[src/rtl/sisc_mdu.sv]
// sisc_mdu: iterative multiply/divide unit beside the ALU.
// One shift-add / shift-subtract step per cycle, start/done handshake.
module sisc_mdu #(
  parameter int WIDTH     = 32,
  parameter bit SIGNED_EN = 1'b1
) (
  input  logic             clk,
  input  logic             rst_f,
  input  logic             start,
  input  logic             abort,
  input  logic [1:0]       op,
  input  logic [WIDTH-1:0] a,
  input  logic [WIDTH-1:0] b,
  output logic             ready,
  output logic             busy,
  output logic             done,
  output logic [WIDTH-1:0] result_lo,
  output logic [WIDTH-1:0] result_hi,
  output logic [3:0]       cc
);

  localparam int CW = $clog2(WIDTH + 1);
  localparam logic [CW-1:0] CNT_INIT = CW'(WIDTH);
  localparam logic [CW-1:0] CNT_ONE = CW'(1);

  typedef enum logic [1:0] {
    S_IDLE,
    S_BUSY,
    S_FIN
  } state_t;

  state_t state_q, state_d;

  logic [CW-1:0]    cnt_q;
  logic [WIDTH-1:0] acc_q, q_q, m_q;
  logic             is_div_q, sgn_q;
  logic             neg_lo_q, neg_hi_q;
  logic             div0_q, ovf_q;
  logic [WIDTH-1:0] res_lo_q, res_hi_q;
  logic [3:0]       cc_q;

  logic             op_sgn, a_neg, b_neg;
  logic [WIDTH-1:0] a_mag, b_mag;
  logic             div0_in, ovf_in, accept;

  logic [WIDTH:0]   mul_sum, div_sh, div_diff;
  logic [2*WIDTH-1:0] prod, prod_fix;
  logic [WIDTH-1:0] fin_lo, fin_hi;
  logic [3:0]       fin_cc;

  assign ready = (state_q == S_IDLE) && !rst_f;
  assign busy  = (state_q == S_BUSY);
  assign done  = (state_q == S_FIN);

  assign accept = (state_q == S_IDLE) && start && !abort;

  // Operand conditioning: magnitudes and special cases at accept.
  always_comb begin
    op_sgn  = SIGNED_EN && op[0];
    a_neg   = op_sgn && a[WIDTH-1];
    b_neg   = op_sgn && b[WIDTH-1];
    a_mag   = a_neg ? -a : a;
    b_mag   = b_neg ? -b : b;
    div0_in = op[1] && (b == '0);
    ovf_in  = op[1] && op_sgn && (b == '1)
              && (a == {1'b1, {(WIDTH-1){1'b0}}});
  end

  // One iteration step for each operation class.
  always_comb begin
    mul_sum  = {1'b0, acc_q} + (q_q[0] ? {1'b0, m_q} : '0);
    div_sh   = {acc_q, q_q[WIDTH-1]};
    div_diff = div_sh - {1'b0, m_q};
  end

  // Sign fixup and condition codes for the finishing cycle.
  always_comb begin
    prod     = {acc_q, q_q};
    prod_fix = neg_lo_q ? -prod : prod;
    fin_lo   = prod_fix[WIDTH-1:0];
    fin_hi   = prod_fix[2*WIDTH-1:WIDTH];
    fin_cc   = 4'b0000;
    if (is_div_q) begin
      if (div0_q) begin
        fin_lo = q_q;
        fin_hi = acc_q;
      end else begin
        fin_lo = neg_lo_q ? -q_q : q_q;
        fin_hi = neg_hi_q ? -acc_q : acc_q;
      end
      fin_cc[3] = (fin_hi != '0);
      fin_cc[2] = sgn_q && fin_lo[WIDTH-1];
      fin_cc[1] = (fin_lo == '0);
      fin_cc[0] = div0_q || ovf_q;
    end else begin
      fin_cc[3] = (fin_hi != '0);
      fin_cc[2] = sgn_q && fin_hi[WIDTH-1];
      fin_cc[1] = (fin_hi == '0) && (fin_lo == '0);
      fin_cc[0] = sgn_q ? (fin_hi != {WIDTH{fin_lo[WIDTH-1]}})
                        : (fin_hi != '0);
    end
  end

  // Results are visible during done, committed unless aborted.
  always_comb begin
    result_lo = res_lo_q;
    result_hi = res_hi_q;
    cc        = cc_q;
    if (state_q == S_FIN) begin
      result_lo = fin_lo;
      result_hi = fin_hi;
      cc        = fin_cc;
    end
  end

  // State register.
  always_ff @(posedge clk) begin
    if (rst_f) state_q <= S_IDLE;
    else       state_q <= state_d;
  end

  // Next-state logic; divide by zero skips the iteration phase.
  always_comb begin
    state_d = state_q;
    unique case (state_q)
      S_IDLE: begin
        if (accept) state_d = div0_in ? S_FIN : S_BUSY;
      end
      S_BUSY: begin
        if (abort)                 state_d = S_IDLE;
        else if (cnt_q == CNT_ONE) state_d = S_FIN;
      end
      S_FIN:   state_d = S_IDLE;
      default: state_d = S_IDLE;
    endcase
  end

  // Datapath: operand capture, iteration, result commit.
  always_ff @(posedge clk) begin
    if (rst_f) begin
      cnt_q    <= '0;
      acc_q    <= '0;
      q_q      <= '0;
      m_q      <= '0;
      is_div_q <= 1'b0;
      sgn_q    <= 1'b0;
      neg_lo_q <= 1'b0;
      neg_hi_q <= 1'b0;
      div0_q   <= 1'b0;
      ovf_q    <= 1'b0;
      res_lo_q <= '0;
      res_hi_q <= '0;
      cc_q     <= '0;
    end else begin
      if (accept) begin
        cnt_q    <= CNT_INIT;
        is_div_q <= op[1];
        sgn_q    <= op_sgn;
        neg_lo_q <= a_neg ^ b_neg;
        neg_hi_q <= a_neg;
        div0_q   <= div0_in;
        ovf_q    <= ovf_in;
        if (!op[1]) begin
          acc_q <= '0;
          q_q   <= b_mag;
          m_q   <= a_mag;
        end else if (div0_in) begin
          acc_q <= a;
          q_q   <= '1;
          m_q   <= '0;
        end else begin
          acc_q <= '0;
          q_q   <= a_mag;
          m_q   <= b_mag;
        end
      end else if (state_q == S_BUSY && !abort) begin
        cnt_q <= cnt_q - CNT_ONE;
        if (is_div_q) begin
          if (!div_diff[WIDTH]) begin
            acc_q <= div_diff[WIDTH-1:0];
            q_q   <= {q_q[WIDTH-2:0], 1'b1};
          end else begin
            acc_q <= div_sh[WIDTH-1:0];
            q_q   <= {q_q[WIDTH-2:0], 1'b0};
          end
        end else begin
          acc_q <= mul_sum[WIDTH:1];
          q_q   <= {mul_sum[0], q_q[WIDTH-1:1]};
        end
      end
      if (state_q == S_FIN && !abort) begin
        res_lo_q <= fin_lo;
        res_hi_q <= fin_hi;
        cc_q     <= fin_cc;
      end
    end
  end

endmodule

[config.mk]
export PLATFORM = sky130hd
export DESIGN_NAME = sisc_mdu
export DESIGN_NICKNAME = d
export VERILOG_FILES = /design/src/rtl/sisc_mdu.sv
export SDC_FILE = /design/constraint.sdc
export NUM_CORES = 1
export LEC_CHECK = 0
export CAP_MARGIN = 15
export CORE_MARGIN = 10
export CORE_UTILIZATION = 60
export DETAILED_ROUTE_END_ITERATION = 8
export MAX_ROUTING_LAYER = met4
export PLACE_DENSITY = 0.91
export SYNTH_ARGS = -nofsm -noshare
export SYNTH_HDL_FRONTEND = slang
export SYNTH_SLANG_ARGS = --single-unit
[constraint.sdc]
create_clock -name clk -period 6.6 [get_ports clk]
set_clock_uncertainty 0.15 [all_clocks]
set_input_delay 1.98 -clock clk [delete_from_list [all_inputs] [get_ports clk]]
set_output_delay 1.98 -clock clk [all_outputs]
set_load 0.005 [all_outputs]
Word level (Yosys, flattened, before mapping)
Cells that the tools add are included.
{"block": "word_totals", "regBits": 178, "latchBits": 0, "mem_bits_rw": 0, "romBits": 0, "in_bits": 70, "output_inout_bits": 71, "word_cells": 97, "mem_count": 0}
{"block": "classes", "n_addsub": 8, "mul": 0, "div": 0, "n_lt_le_gt_ge": 0, "n_eq_ne": 8, "shifts": 0, "muxes": 38, "bitwise": 1, "n_reduce_logical": 27}
{"op": "32-bit 2-to-1 mux", "n": 26}
{"op": "32-bit zero test", "n": 4}
{"op": "32-bit negator", "n": 4}
{"op": "32-bit == test (second input constant)", "n": 2}
{"op": "64-bit 2-to-1 mux", "n": 1}
{"op": "64-bit negator", "n": 1}
{"op": "32-bit nonzero test", "n": 2}
{"op": "32-bit by 32-bit adder with 33-bit output", "n": 1}
{"op": "33-bit by 32-bit subtractor with 33-bit output", "n": 1}
{"op": "32-bit != test", "n": 1}
{"op": "1-bit logical AND", "n": 14}
{"op": "6-bit 2-to-1 mux", "n": 2}
{"op": "2-bit 2-to-1 mux", "n": 4}
{"op": "4-bit 2-to-1 mux", "n": 2}
{"op": "6-bit by 1-bit == test with 1-bit output (second input constant)", "n": 1}
{"op": "6-bit by 1-bit subtractor with 6-bit output (second input constant)", "n": 1}
{"op": "2-bit one-hot mux with 2 select lines", "n": 1}
{"op": "3-bit by 2-bit != test with 1-bit output (second input constant)", "n": 1}
{"op": "2-bit by 1-bit == test with 1-bit output (second input constant)", "n": 1}
{"op": "2-bit == test (second input constant)", "n": 1}
{"op": "1-bit zero test", "n": 2}
{"op": "2-bit zero test", "n": 1}
{"op": "1-bit 2-to-1 mux", "n": 2}
{"op": "2-bit != test (second input constant)", "n": 1}
{"op": "5 further kinds", "n": 5}

Depth between registers and ports, before layout
{"block": "depth", "ltp_word": 7, "ltp_mapped": 17, "depth_no_buf": 14}

Worst setup path after synthesis
OpenSTA, ideal clock, no wires.
{"block": "synth_timing", "path_type": "flip-flop to output port", "start": "reg q_q[0]", "end": "out cc[0]", "arrival_ns": 3.734, "t_required_ns": 4.470, "path_slack_ns": 0.736, "stages_incl_launch_ff": 16, "n_path_buf": 3, "path_cell_list": "dfxtp_1 inv_1 buf_1 ha_1 clkbuf_2 nor4b_2 nand2_1 or3_4 buf_6 o21ai_2 xor2_1 nand4_1 or4b_4 or3_1 o31ai_1 o31ai_1"}
{"block": "synth_via", "elab_chain_len": 6, "word_cells_on_any_way": 7, "classes_between": "1 x add/sub; 1 x eq/ne; 4 x mux; 1 x reduce/logical"}
{"element": "start: declaration", "line_no": "35", "source": "logic [WIDTH-1:0] acc_q, q_q, m_q;"}
{"element": "start signal: assignment", "line_no": "165", "source": "q_q <= b_mag;"}
{"element": "start signal: assignment", "line_no": "173", "source": "q_q <= a_mag;"}
{"element": "start signal: assignment", "line_no": "181", "source": "q_q <= {q_q[WIDTH-2:0], 1'b1};"}
{"element": "64-bit negator (*)", "line_no": "79", "source": "prod_fix = neg_lo_q ? -prod : prod;"}
{"element": "64-bit 2-to-1 mux (*)", "line_no": "79"}
{"element": "32-bit != test / 32-bit nonzero test (equally long branches)", "line_no": "99, 100"}
{"element": "1-bit 2-to-1 mux (*)", "line_no": "99", "source": "fin_cc[0] = sgn_q ? (fin_hi != {WIDTH{fin_lo[WIDTH-1]}})"}
{"element": "4-bit 2-to-1 mux (*)", "line_no": "83", "source": "if (is_div_q) begin"}
{"element": "4-bit 2-to-1 mux (*)", "line_no": "109", "source": "if (state_q == S_FIN) begin"}
{"element": "end: declaration", "line_no": "19", "source": "output logic [3:0] cc"}
Mark *: on every way between the ends. The rest lies on a longest branch, timed or not.

Final worst setup path
{"block": "layout_timing", "start": "reg q_q[21]", "end": "out cc[1]"}
{"block": "layout_via", "elab_chain_len": 7, "word_cells_on_any_way": 12, "classes_between": "2 x add/sub; 6 x mux; 4 x reduce/logical"}
{"element": "32-bit negator", "line_no": "88", "source": "fin_lo = neg_lo_q ? -q_q : q_q;"}
{"element": "32-bit 2-to-1 mux", "line_no": "88"}
{"element": "32-bit 2-to-1 mux", "line_no": "84", "source": "if (div0_q) begin"}
{"element": "32-bit 2-to-1 mux", "line_no": "83"}
{"element": "32-bit zero test", "line_no": "93", "source": "fin_cc[1] = (fin_lo == '0);"}
{"element": "4-bit 2-to-1 mux (*)", "line_no": "83"}
{"element": "4-bit 2-to-1 mux (*)", "line_no": "109"}
Mark *: on every way between the ends. The rest lies on a longest branch, timed or not. The select of a mux whose other input is x is not followed.

==> metrics.txt <==
main area contributors after synthesis dfxtp_1 20%, nor2_1 6.1%, nand2_1 5.8%; met3 global-route usage 0.0740; crit path capture type primary output; vias post-DR 20300; Worst R2R Start q_q[0]; Final Max Tran Viols 0; Hold Buf Count CTS 0; busiest grt layer met2; drt drc 0; Vias/cell slightly below 7; Setup-failing EPs final 0; Worst-Skew Late Latency ~0.46 ns; CTS tree done; initial antenna violation count 0; CP cell instances nor4_4 -> nand2_2 -> or4_4 -> o31ai_2 -> xor2_1 -> nand4_1 -> or4b_4 -> nor3b_4 -> a31oi_2 -> o21ai_1 -> clkdlybuf4s50_1; CP required roughly 4.5 ns; switch share 0.414; Worst VDD drop ~0.17 mV; gpl congestion approximately 1.1; Layout Cells excl Fill about 3000; top cells by count, synth 287 x nor2_1, 276 x nand2_1, 206 x o21ai_0; remaining global-route overflow 0; critical path arrival around 4.3 ns; period utilization 0.980; Max transition margin 0.274; Max-cap violations 0; hpwl dp 52900 µm; Async S/R FF share, synth 0; ys flop type dfxtp_1; final wirelength 70700 µm; Placed Area around 20000 µm²; P_sw roughly 1.6 mW; H-tree depth 4; Slowest cell on crit path or4_4; GR Util met2 0.564; Rows 62; Int Pwr 2.31 mW; RSZ-0062 raised after global routing yes; overall die area between 30000 and 40000 µm²; ratio of cells with drive above 1 in the final layout 0.0929; top-count cell post-synth nor2_1; Seq/Total Area, Yosys 0.201; n_diodes 0; synth warn 0; CP Class reg2out; largest net degree at the start of global routing slightly above 80; Syn Area/Cell 7.06 µm²; Synth Instances approximately 2500; Die X around 190 µm; Post-Syn Area ~18000 µm²; clock sinks roughly 180; critical path startpoint category flip-flop; IO Pins between 100 and 150; Comb pwr share 0.418; worst hold path startpoint cc_q[0]; Final Hold Viols 0; 1st-pass router iterations 6; Layout area overhead 14.4%; met1 Usage GRT 0.477; Sequential Power Share 0.314; Slew @ Worst Pin 1.09 ns; Root Driver clkbuf_16; clk buf depth 2; Routed WL per cell 23.9 µm; power per cell area roughly 190 nW/µm²; CORE AREA roughly 29000 µm²; placed instance count between 2000 and 3000; maximum fanout along the worst path 10; vias in the first global route 18300; DRT antenna net count 0; initial DRC count 2859; Synth area leader dfxtp_1; overall routing resource usage 0.377; height of the die ~190 µm; status finished, final reports clean; Synth cell types a little over 90; CP peak stage delay between 0.6 and 0.7 ns; Worst-path clk slew approximately 0.080 ns; shortest period the worst path allows between 6 and 7 ns; clock share of power 0.269; post-synth top area share 0.201; fmax around 0.15 GHz; first-pass GRT wire length around 110000 µm; Initial Utilization 0.614; Crit. Startpoint q_q[21]; Hold Path Class reg2reg; fin area 20300 µm²; Final nets between 2000 and 3000; Syn Nets approximately 2700; port bufs 140; number of enable flip-flop cells after synthesis 0; flops & latches, synth 178; CTS Buf Count 17; Leakage Power 7.39 nW
[sequential cells by signal, indices dropped and copies added, names as in the netlist]
signal	count
acc_q	32
m_q	32
q_q	32
res_hi_q	32
res_lo_q	32
cnt_q	6
cc_q	4
state_q	2
div0_q	1
is_div_q	1
neg_hi_q	1
neg_lo_q	1
ovf_q	1
sgn_q	1
[power by group through the flow]
stage / clock network, mW / logic, mW / registers [mW]
after global placement: 0 / 1.53 / 1.24
after CTS: 1.05 / 1.56 / 1.22
after floorplan: 0 / 1.11 / 1.18
after global routing: 1.09 / 1.75 / 1.24
after detailed placement: 0 / 1.55 / 1.25
final: 1.06 / 1.64 / 1.24
[layer usage]
layer	vias up	wire length (µm)
li1	9238	-
met1	9425	27300
met2	1426	30900
met3	260	8670
met4	0	3880
met5	-	0
[cells by family after synthesis]
logic type | count (synthesis) | synth area share
fa+ha+maj | 74 | 0.0530
simple gates | 889 | 0.240
flops | 178 | 0.201
xor+xnor | 216 | 0.106
mux | 73 | 0.0430
buf+inv | 291 | 0.0649
compound gates | 795 | 0.292
[cell usage in the layout, fill, tap and decap left out, drive strengths merged, types with 65 or more instances in the layout]
cell           count
nor2             287
nand2            277
o21ai            212
a21oi            182
dfxtp            178
clkdlybuf4s50    138
xor2             110
xnor2            106
buf               99
inv               85
a211oi            80
ha                72
nor3              65
[through the flow]
stage               setup TNS (ns)  total power, mW  hold slack, ns   util  setup slack (ns)
floorplan                        0             2.29           0.266      -             0.736
global placement                 0             2.77           0.290  0.674             0.513
detailed placement               0             2.79           0.309  0.674             0.440
CTS                              0             3.83           0.320  0.695           0.00493
global route               -0.0400             4.08           0.341  0.703           -0.0400
finish                           0             3.94           0.327  0.703             0.134
[cell type report]
class | count | area [µm²]
Multi-Input combinational cell | 2047 | 13200
Fill cell | 2372 | 8600
Sequential cell | 178 | 3580
Clock inverter | 13 | 146
Inverter | 79 | 297
Tap cell | 384 | 480
Timing Repair Buffer | 238 | 2150
Clock buffer | 19 | 433
[final timing paths]
check                                  to  slack (ns)  cells past startpoint
worst min register to register    cc_q[0]        0.33                      2
worst max register to register  acc_q[28]        1.66                     13
worst max-delay path                cc[1]        0.13                     11
worst min-delay path              cc_q[0]        0.33                      2
[timing repair]
item                                   4_1_cts  5_1_grt
setup endpoints to repair                    2        3
resized for setup                            3       38
buffers inserted                             2        5
endpoints found under the hold margin        0        0
pin swaps                                    1       12
[critical path: cells and delay by family, from the launching register on]
kind | cells | cell delay, ns
xor gates and xnor gates | 1 | 0.25
buffers and inverters | 1 | 0.54
AOI/OAI and AO/OA | 3 | 0.56
and+or+nand+nor | 6 | 2.07
DFF | 1 | 0.44
Note: power is estimated with default switching activity, not from simulation.
